$ cat src/rtl/tdm_pkg.sv
// Shared definitions for the TDM demultiplexer controller.
//   SLOTS  : slots per TDM frame
//   SEL_W  : width of the slot index / demux select
//   MISS_W : width of the consecutive-missed-sync counter
//   state_e: frame-alignment state (hunting for sync, or locked)
package tdm_pkg;

  localparam int unsigned SLOTS  = 8;
  localparam int unsigned SEL_W  = 3;
  localparam int unsigned MISS_W = 4;

  typedef enum logic {
    HUNT   = 1'b0,
    LOCKED = 1'b1
  } state_e;

endpackage : tdm_pkg

$ cat src/rtl/tdm_demux.sv
// 1-to-SLOTS demultiplexer: routes din_i to the output selected by sel_i,
// all other outputs low. With din_i tied high it yields a one-hot decode.
//   din_i  : data input
//   sel_i  : output select
//   dout_o : demuxed outputs, dout_o[n] = din_i when sel_i == n
module tdm_demux
  import tdm_pkg::*;
(
  input  logic             din_i,
  input  logic [SEL_W-1:0] sel_i,
  output logic [SLOTS-1:0] dout_o
);

  for (genvar gi = 0; gi < SLOTS; gi++) begin : g_out
    assign dout_o[gi] = din_i & (sel_i == SEL_W'(gi));
  end

endmodule : tdm_demux

$ cat src/rtl/tdm_demux_ctrl.sv
// TDM demultiplexer controller. Hunts for frame sync, then sequences the
// slot select through each 8-slot frame, assembling the serial bits into a
// parallel word. Missing sync pulses are flywheeled until MAX_MISS
// consecutive misses, at which point lock is dropped.
//   clk_i   : clock, rising edge
//   rst_ni  : synchronous active-low reset
//   d_i     : serial TDM data, one slot per cycle
//   fsync_i : high in the cycle d_i carries slot 0
//   sel_o   : slot index of the bit on d_i this cycle
//   y_o     : last complete frame, y_o[n] = slot n
//   valid_o : one-cycle pulse when y_o is updated
//   lock_o  : high while frame-locked
//   err_o   : one-cycle pulse on a sync seen away from slot 0 while locked
module tdm_demux_ctrl
  import tdm_pkg::*;
#(
  parameter int unsigned MAX_MISS = 3
)
(
  input  logic             clk_i,
  input  logic             rst_ni,
  input  logic             d_i,
  input  logic             fsync_i,
  output logic [SEL_W-1:0] sel_o,
  output logic [SLOTS-1:0] y_o,
  output logic             valid_o,
  output logic             lock_o,
  output logic             err_o
);

  state_e              state_q, state_d;
  logic [SEL_W-1:0]    cnt_q, cnt_d;
  logic [MISS_W-1:0]   miss_q, miss_d;
  logic [SLOTS-1:0]    cap_q, cap_d;
  logic [SLOTS-1:0]    y_q, y_d;
  logic                valid_q, valid_d;
  logic                err_q, err_d;

  logic [SLOTS-1:0]    wr_en;
  logic [MISS_W-1:0]   miss_inc;
  logic [SLOTS-1:0]    cap_wr;

  // One-hot write enable for the capture register, following the slot select.
  tdm_demux u_demux (
    .din_i  (1'b1),
    .sel_i  (cnt_q),
    .dout_o (wr_en)
  );

  assign miss_inc = miss_q + MISS_W'(1);
  // Capture register with the current bit merged into the selected slot.
  assign cap_wr   = (cap_q & ~wr_en) | ({SLOTS{d_i}} & wr_en);

  always_comb begin
    state_d = state_q;
    cnt_d   = cnt_q;
    miss_d  = miss_q;
    cap_d   = cap_q;
    y_d     = y_q;
    valid_d = 1'b0;
    err_d   = 1'b0;

    case (state_q)
      HUNT: begin
        // Counter sits at 0 here, so cap_wr writes slot 0.
        if (fsync_i) begin
          cap_d   = cap_wr;
          cnt_d   = SEL_W'(1);
          miss_d  = '0;
          state_d = LOCKED;
        end
      end

      LOCKED: begin
        if (fsync_i && (cnt_q != '0)) begin
          // Sync arrived early: realign on it, drop the partial frame.
          err_d    = 1'b1;
          cap_d[0] = d_i;
          cnt_d    = SEL_W'(1);
          miss_d   = '0;
        end else if ((cnt_q == '0) && !fsync_i &&
                     (miss_inc == MISS_W'(MAX_MISS))) begin
          // Too many consecutive misses: give up and hunt again.
          state_d = HUNT;
          cnt_d   = '0;
          miss_d  = '0;
        end else begin
          cap_d = cap_wr;
          cnt_d = cnt_q + SEL_W'(1);
          if (cnt_q == '0) begin
            // Sync at slot 0 wins over miss counting; absent sync flywheels.
            miss_d = fsync_i ? '0 : miss_inc;
          end
          if (cnt_q == SEL_W'(SLOTS - 1)) begin
            y_d     = {d_i, cap_q[SLOTS-2:0]};
            valid_d = 1'b1;
          end
        end
      end

      default: begin
        state_d = HUNT;
        cnt_d   = '0;
        miss_d  = '0;
      end
    endcase
  end

  always_ff @(posedge clk_i) begin
    if (!rst_ni) begin
      state_q <= HUNT;
      cnt_q   <= '0;
      miss_q  <= '0;
      cap_q   <= '0;
      y_q     <= '0;
      valid_q <= 1'b0;
      err_q   <= 1'b0;
    end else begin
      state_q <= state_d;
      cnt_q   <= cnt_d;
      miss_q  <= miss_d;
      cap_q   <= cap_d;
      y_q     <= y_d;
      valid_q <= valid_d;
      err_q   <= err_d;
    end
  end

  assign sel_o   = cnt_q;
  assign y_o     = y_q;
  assign valid_o = valid_q;
  assign lock_o  = (state_q == LOCKED);
  assign err_o   = err_q;

endmodule : tdm_demux_ctrl
$ cat config.mk
export PLATFORM = sky130hd
export DESIGN_NAME = tdm_demux_ctrl
export DESIGN_NICKNAME = d
export VERILOG_FILES = /design/src/rtl/tdm_pkg.sv /design/src/rtl/tdm_demux.sv /design/src/rtl/tdm_demux_ctrl.sv
export SDC_FILE = /design/constraint.sdc
export NUM_CORES = 1
export LEC_CHECK = 0
export ABC_AREA = 1
export BUFFER_PORTS_ARGS = -buffer_cell sky130_fd_sc_hd__buf_2
export CAP_MARGIN = 5
export CORE_ASPECT_RATIO = 1.4
export CORE_UTILIZATION = 54
export DETAILED_ROUTE_END_ITERATION = 6
export GPL_ROUTABILITY_DRIVEN = 0
export PLACE_DENSITY_LB_ADDON = 0.08
export SYNTH_ARGS = -nofsm -noshare
export SYNTH_HDL_FRONTEND = slang
export SYNTH_HIERARCHICAL = 1
export SYNTH_SLANG_ARGS = --single-unit
$ cat constraint.sdc
create_clock -name clk_i -period 1.9 [get_ports clk_i]
set_clock_uncertainty 0.2 [all_clocks]
set_input_delay 0.095 -clock clk_i [delete_from_list [all_inputs] [get_ports clk_i]]
set_output_delay 0.095 -clock clk_i [all_outputs]
set_load 0.01 [all_outputs]
==> flow_metrics.py, run 1 <==
metrics = {
    "synth": {
        "postSynthAreaPerCell_um2": 7.16,
        "syn_area_um2": 1220,
        "syn_inst": 170,
        "yosys_warnings": 6,
    },
    "critical_path": {
        "reg2reg_from": "sel_o[0]$_SDFFE_PN0P_",
        "cpPeakStageDelay_ps": 330,
        "end_kind": "flip-flop",
        "rrSetupSlack_ps": 110,
        "crit_slowest_cell": "dfxtp_1",
        "worstPathMaxFanout": 14,
        "path_buf_inv": 2,
        "crit_type": "flip-flop to flip-flop",
        "required_ps": 1930,
        "crit_chain": "inv_1 -> ha_1 -> inv_1 -> nor2_4 -> nand2_1 -> nor2_4 -> nand2_4 -> nand2_2 -> nand2_2 -> a21oi_1 -> nor2_1",
        "critPathLaunchType": "flip-flop",
        "reg2regPathDepth": 11,
        "crit_arrival_ps": 1820,
        "path_delay_family": "simple AND/OR/NAND/NOR gates",
    },
    "global_route": {
        "grt_max_degree": 15,
        "grt_use_total_pct": 21.9,
        "grt_first_pass_wirelength_um": 4160,
        "first_global_vias": 1052,
        "antenna_found_initial": 0,
        "grt_overflow_total": 0,
    },
    "timing": {
        "period_needed_ps": 1790,
        "hold_viol_final": 0,
        "maxSlewViolCount": 0,
        "fin_hold_ws_ps": 272,
        "setup_viol": 0,
        "fin_ws_ps": 106,
        "fin_crit_sh_pct": 94.4,
        "rsz0062_at_grt": "true",
        "max_freq_ghz": 0.558,
    },
    "hold_path": {
        "min_to": "y_o[7]$_SDFFE_PN0P_",
        "hp-class": "flip-flop to flip-flop",
        "holdPathStages": 2,
        "min_from": "y_o[7]$_SDFFE_PN0P_",
    },
    "routing": {
        "firstDrtPassIters": 4,
        "drt_wl_total_um": 2420,
        "vias": 1138,
        "wl_per_cell_um": 11.1,
        "ant_nets": 0,
        "viasPerCell": 5.22,
        "drcViolationCount": 0,
        "first_iter_violations": 20,
    },
    "placed_design": {
        "dp_slack_ps": 121,
        "place_inst": 211,
        "dp_hpwl_um": 1890,
        "portBuffers": 17,
    },
    "final_layout": {
        "nNetsFinal": 206,
        "final_layout_size_suffix_gt1_share_pct": 20.4,
        "layout_commonest_cell": "nand2_1",
        "syn2layout_area_growth_pct": 15.1,
        "fillers": 210,
        "layout_common_cells": "nand2_1 (41), dfxtp_1 (23), nor2_1 (22)",
        "antenna_cells": 0,
        "final_cell_count_no_fill": 218,
    },
    "clock_network": {
        "cts.repair_timing.setup_buffer_count": 0,
        "cts_made_buffers": 3,
        "h-tree-depth": 1,
        "cts_tree": "built",
        "clkTransAtPathRegs_ps": 140,
        "root_buffer": "clkbuf_4",
        "clock-sinks": 25,
        "insertion_delay_ps": 320,
        "clk_path_buf_depth": 2,
    },
    "pwr": {
        "irDropWorstVdd_mv": 0.391,
        "powerDensity_nw_per_um2": 660,
        "p_leak_nw": 0.633,
    },
    "floorplanning": {
        "pin_count": 18,
        "die_w_um": 42.1,
        "die_area_um2": 2450,
        "row_count": 20,
        "initial_core_util_pct": 56.6,
        "core_area_um2": 2150,
        "die_y_um": 58.2,
    },
    "job": {
        "cap_violations": 0,
    },
    "outcome": {
        "status": "completed",
    },
}
-- area by class of cell --
class                   count  area [um^2]  share of cell area [%]
flip-flops and latches     25          503                    35.9
inverters                  19         71.3                    5.09
clock inverters             1         5.00                   0.357
well taps                  22         27.5                    1.96
clock buffers               3         22.5                    1.61
repair buffers             25          153                    10.9
multi-input cells         123          619                    44.2
-- power by group --
part	total (W)	internal (W)	switching, W	leakage [nW]
Combinational	0.000139	0.0000504	0.0000887	0.412
Clock	0.000239	0.0000789	0.000160	0.0177
Sequential	0.000547	0.000538	0.00000873	0.203
-- worst max path at each step --
stage / from / to / slack, ps / depth (start not counted)
after CTS: sel_o[0]$_SDFFE_PN0P_ / flip-flop / 100 / 11
final: sel_o[0]$_SDFFE_PN0P_ / flip-flop / 110 / 11
after floorplan: sel_o[0]$_SDFFE_PN0P_ / flip-flop / 130 / 11
after global placement: sel_o[0]$_SDFFE_PN0P_ / flip-flop / 180 / 11
after detailed placement: sel_o[0]$_SDFFE_PN0P_ / flip-flop / 120 / 11
after global routing: sel_o[0]$_SDFFE_PN0P_ / flip-flop / -10 / 11
-- worst min-delay path: stages (launching register included) --
cell and delay [ps]:
dfxtp_1 330, nand2_1 60, a21oi_1 50
-- routing by layer --
layer / wire length, um / part of all wire [%] / GRT usage (%)
met3: 45 / 1.9 / 1.87
met5: 0 / 0 / 0
met4: 44 / 1.8 / 9.38
met1: 1030 / 42 / 24.2
met2: 1310 / 54 / 42.0
-- through the flow --
stage	utilization, %	cell area [um^2]	power [W]	TNS (ps)
3_5_place_dp	62.3	1340	0.000692	0
5_1_grt	65.1	1400	0.000971	-14.0
3_3_place_gp	62.3	1340	0.000688	0
2_1_floorplan	-	1220	0.000656	0
4_1_cts	65.0	1400	0.000931	0
6_report	65.1	1400	0.000925	0
-- what timing repair did --
item | CTS | global route
hold buffers | 3 | 0
endpoints found under the setup margin | 0 | 5
endpoints found under the hold margin | 15 | 0
gates resized for setup | 0 | 2
No activity file was read; power rests on OpenSTA's default activity.
==> run 2: changes to the inputs <==
--- a/config.mk
+++ b/config.mk
@@ -9,7 +9,7 @@
 export BUFFER_PORTS_ARGS = -buffer_cell sky130_fd_sc_hd__buf_2
 export CAP_MARGIN = 5
 export CORE_ASPECT_RATIO = 1.4
-export CORE_UTILIZATION = 54
+export CORE_UTILIZATION = 45
 export DETAILED_ROUTE_END_ITERATION = 6
 export GPL_ROUTABILITY_DRIVEN = 0
 export PLACE_DENSITY_LB_ADDON = 0.08
==> flow_metrics.py, run 2 (same netlist as run 1, synthesis figures left out) <==
metrics = {
    "global_route": {
        "grt_max_degree": 16,
        "antenna_found_initial": 0,
        "grt.met1_usage_pct": 19.6,
        "grt_util_met2_pct": 32.7,
        "first_global_vias": 1014,
        "grt_overflow_total": 0,
        "grt_use_total_pct": 18.0,
        "grt_first_pass_wirelength_um": 3970,
        "grt_use_met3_pct": 2.58,
        "top_usage_layer": "met2",
    },
    "critical_path": {
        "critPathLaunchType": "flip-flop",
        "crit_chain": "inv_1 -> ha_1 -> inv_1 -> nor2_4 -> nand2_1 -> nor2_4 -> nand2_4 -> nand2_2 -> nand2_4 -> a21oi_1 -> nor2_1",
        "cpPeakStageDelay_ps": 370,
        "crit_arrival_ps": 1760,
        "reg2regPathDepth": 11,
        "crit_type": "flip-flop to flip-flop",
        "crit_slowest_cell": "dfxtp_2",
        "worstPathMaxFanout": 12,
        "end_kind": "flip-flop",
        "required_ps": 1930,
        "reg2reg_from": "sel_o[0]$_SDFFE_PN0P_",
        "rrSetupSlack_ps": 160,
    },
    "floorplanning": {
        "pin_count": 18,
        "initial_core_util_pct": 49.3,
        "row_count": 21,
        "core_area_um2": 2470,
        "die_w_um": 46.0,
        "die_area_um2": 2920,
        "die_y_um": 63.5,
    },
    "hold_path": {
        "min_to": "y_o[6]$_SDFFE_PN0P_",
        "hp-class": "flip-flop to flip-flop",
        "holdPathStages": 2,
        "min_from": "y_o[6]$_SDFFE_PN0P_",
    },
    "clock_network": {
        "clk_path_buf_depth": 2,
        "cts_made_buffers": 3,
        "root_buffer": "clkbuf_4",
        "clkTransAtPathRegs_ps": 140,
        "cts_tree": "built",
        "insertion_delay_ps": 320,
        "clock-sinks": 25,
        "h-tree-depth": 1,
    },
    "routing": {
        "drcViolationCount": 0,
        "firstDrtPassIters": 4,
        "vias": 1099,
        "drt_wl_total_um": 2390,
        "ant_nets": 0,
        "viasPerCell": 4.72,
        "first_iter_violations": 24,
        "wl_per_cell_um": 10.3,
    },
    "placed_design": {
        "dpl_cell_area_um2": 1360,
        "portBuffers": 17,
        "dp_hpwl_um": 1820,
        "dp_slack_ps": 103,
        "place_inst": 223,
    },
    "final_layout": {
        "layout_common_cells": "nand2_1 (41), dfxtp_1 (24), nor2_1 (21)",
        "final_layout_size_suffix_gt1_share_pct": 21.6,
        "final_cell_count_no_fill": 233,
        "nNetsFinal": 209,
        "final_area_um2": 1450,
        "antenna_cells": 0,
        "layout_commonest_cell": "nand2_1",
        "syn2layout_area_growth_pct": 18.9,
        "fillers": 267,
    },
    "timing": {
        "setup_viol": 0,
        "maxSlewViolCount": 0,
        "fin_hold_ws_ps": 270,
        "hold_viol_final": 0,
        "max_freq_ghz": 0.575,
        "period_needed_ps": 1740,
        "fin_ws_ps": 162,
        "fin_crit_sh_pct": 91.5,
    },
    "pwr": {
        "p_comb_share_pct": 14.9,
        "powerDensity_nw_per_um2": 643,
        "seqPwrFrac_pct": 59.0,
        "p_sw_w": 0.000261,
        "p_sw_share_pct": 28.0,
        "p_int_w": 0.000670,
        "p_clk_share_pct": 26.1,
        "irDropWorstVdd_mv": 0.474,
        "total_power_w": 0.000930,
        "p_leak_nw": 0.643,
    },
    "outcome": {
        "status": "completed",
    },
    "job": {
        "cap_violations": 0,
    },
}
## run 2: cell types whose count changed in the layout (fill, tap and decap cells not counted), sizes merged
cell | before | now
buf | 22 | 25
clkinv | 1 | 0
clkinvlp | 0 | 1
## run 2: power by group through the flow
stage / sequential, W / combinational (W) / clock (W)
floorplan: 0.000564 / 0.0000918 / 0
global placement: 0.000559 / 0.000129 / 0
detailed placement: 0.000560 / 0.000131 / 0
CTS: 0.000549 / 0.000136 / 0.000252
global route: 0.000553 / 0.000157 / 0.000273
finish: 0.000549 / 0.000138 / 0.000243
## run 2: worst max path at each step
stage                          startpoint         to  slack (ps)
global placement    sel_o[0]$_SDFFE_PN0P_  flip-flop         160
floorplan           sel_o[0]$_SDFFE_PN0P_  flip-flop         130
finish              sel_o[0]$_SDFFE_PN0P_  flip-flop         160
detailed placement  sel_o[0]$_SDFFE_PN0P_  flip-flop         100
CTS                 sel_o[0]$_SDFFE_PN0P_  flip-flop          80
global route        sel_o[0]$_SDFFE_PN0P_  flip-flop          -9
## run 2: stage by stage
stage	TNS, ps	util [%]
global route	-8.82	58.6
floorplan	0	-
finish	0	58.6
global placement	0	54.9
detailed placement	0	54.9
CTS	0	57.3
## run 2: repair_timing
action	in CTS	in global routing
hold buffers	3	0
setup endpoints to repair	0	8
endpoints found under the hold margin	15	0
resized for setup	0	3
buffers inserted	0	3
## run 2: layout make-up
| type | count | area [um^2] | area share (%) |
|---|---|---|---|
| clock inverter | 1 | 7.51 | 0.519 |
| tap | 34 | 42.5 | 2.94 |
| multi-input combinational | 123 | 627 | 43.3 |
| clock buffer | 3 | 22.5 | 1.56 |
| timing repair buffer | 28 | 175 | 12.1 |
| sequential | 25 | 502 | 34.7 |
| inverter | 19 | 71.3 | 4.93 |
## run 2: worst max-delay path: cells and delay by family, from the launching register on
family / cells / cell delay, ps
buf+inv: 2 / 120
flops: 1 / 370
compound gates: 1 / 140
simple gates: 7 / 670
fa+ha+maj: 1 / 140
## run 2: metal layers
metal / share of wire [%] / vias up
li1: - / 590
met1: 44 / 498
met2: 53 / 9
met3: 1.5 / 2
met4: 0.88 / 0
met5: 0 / -
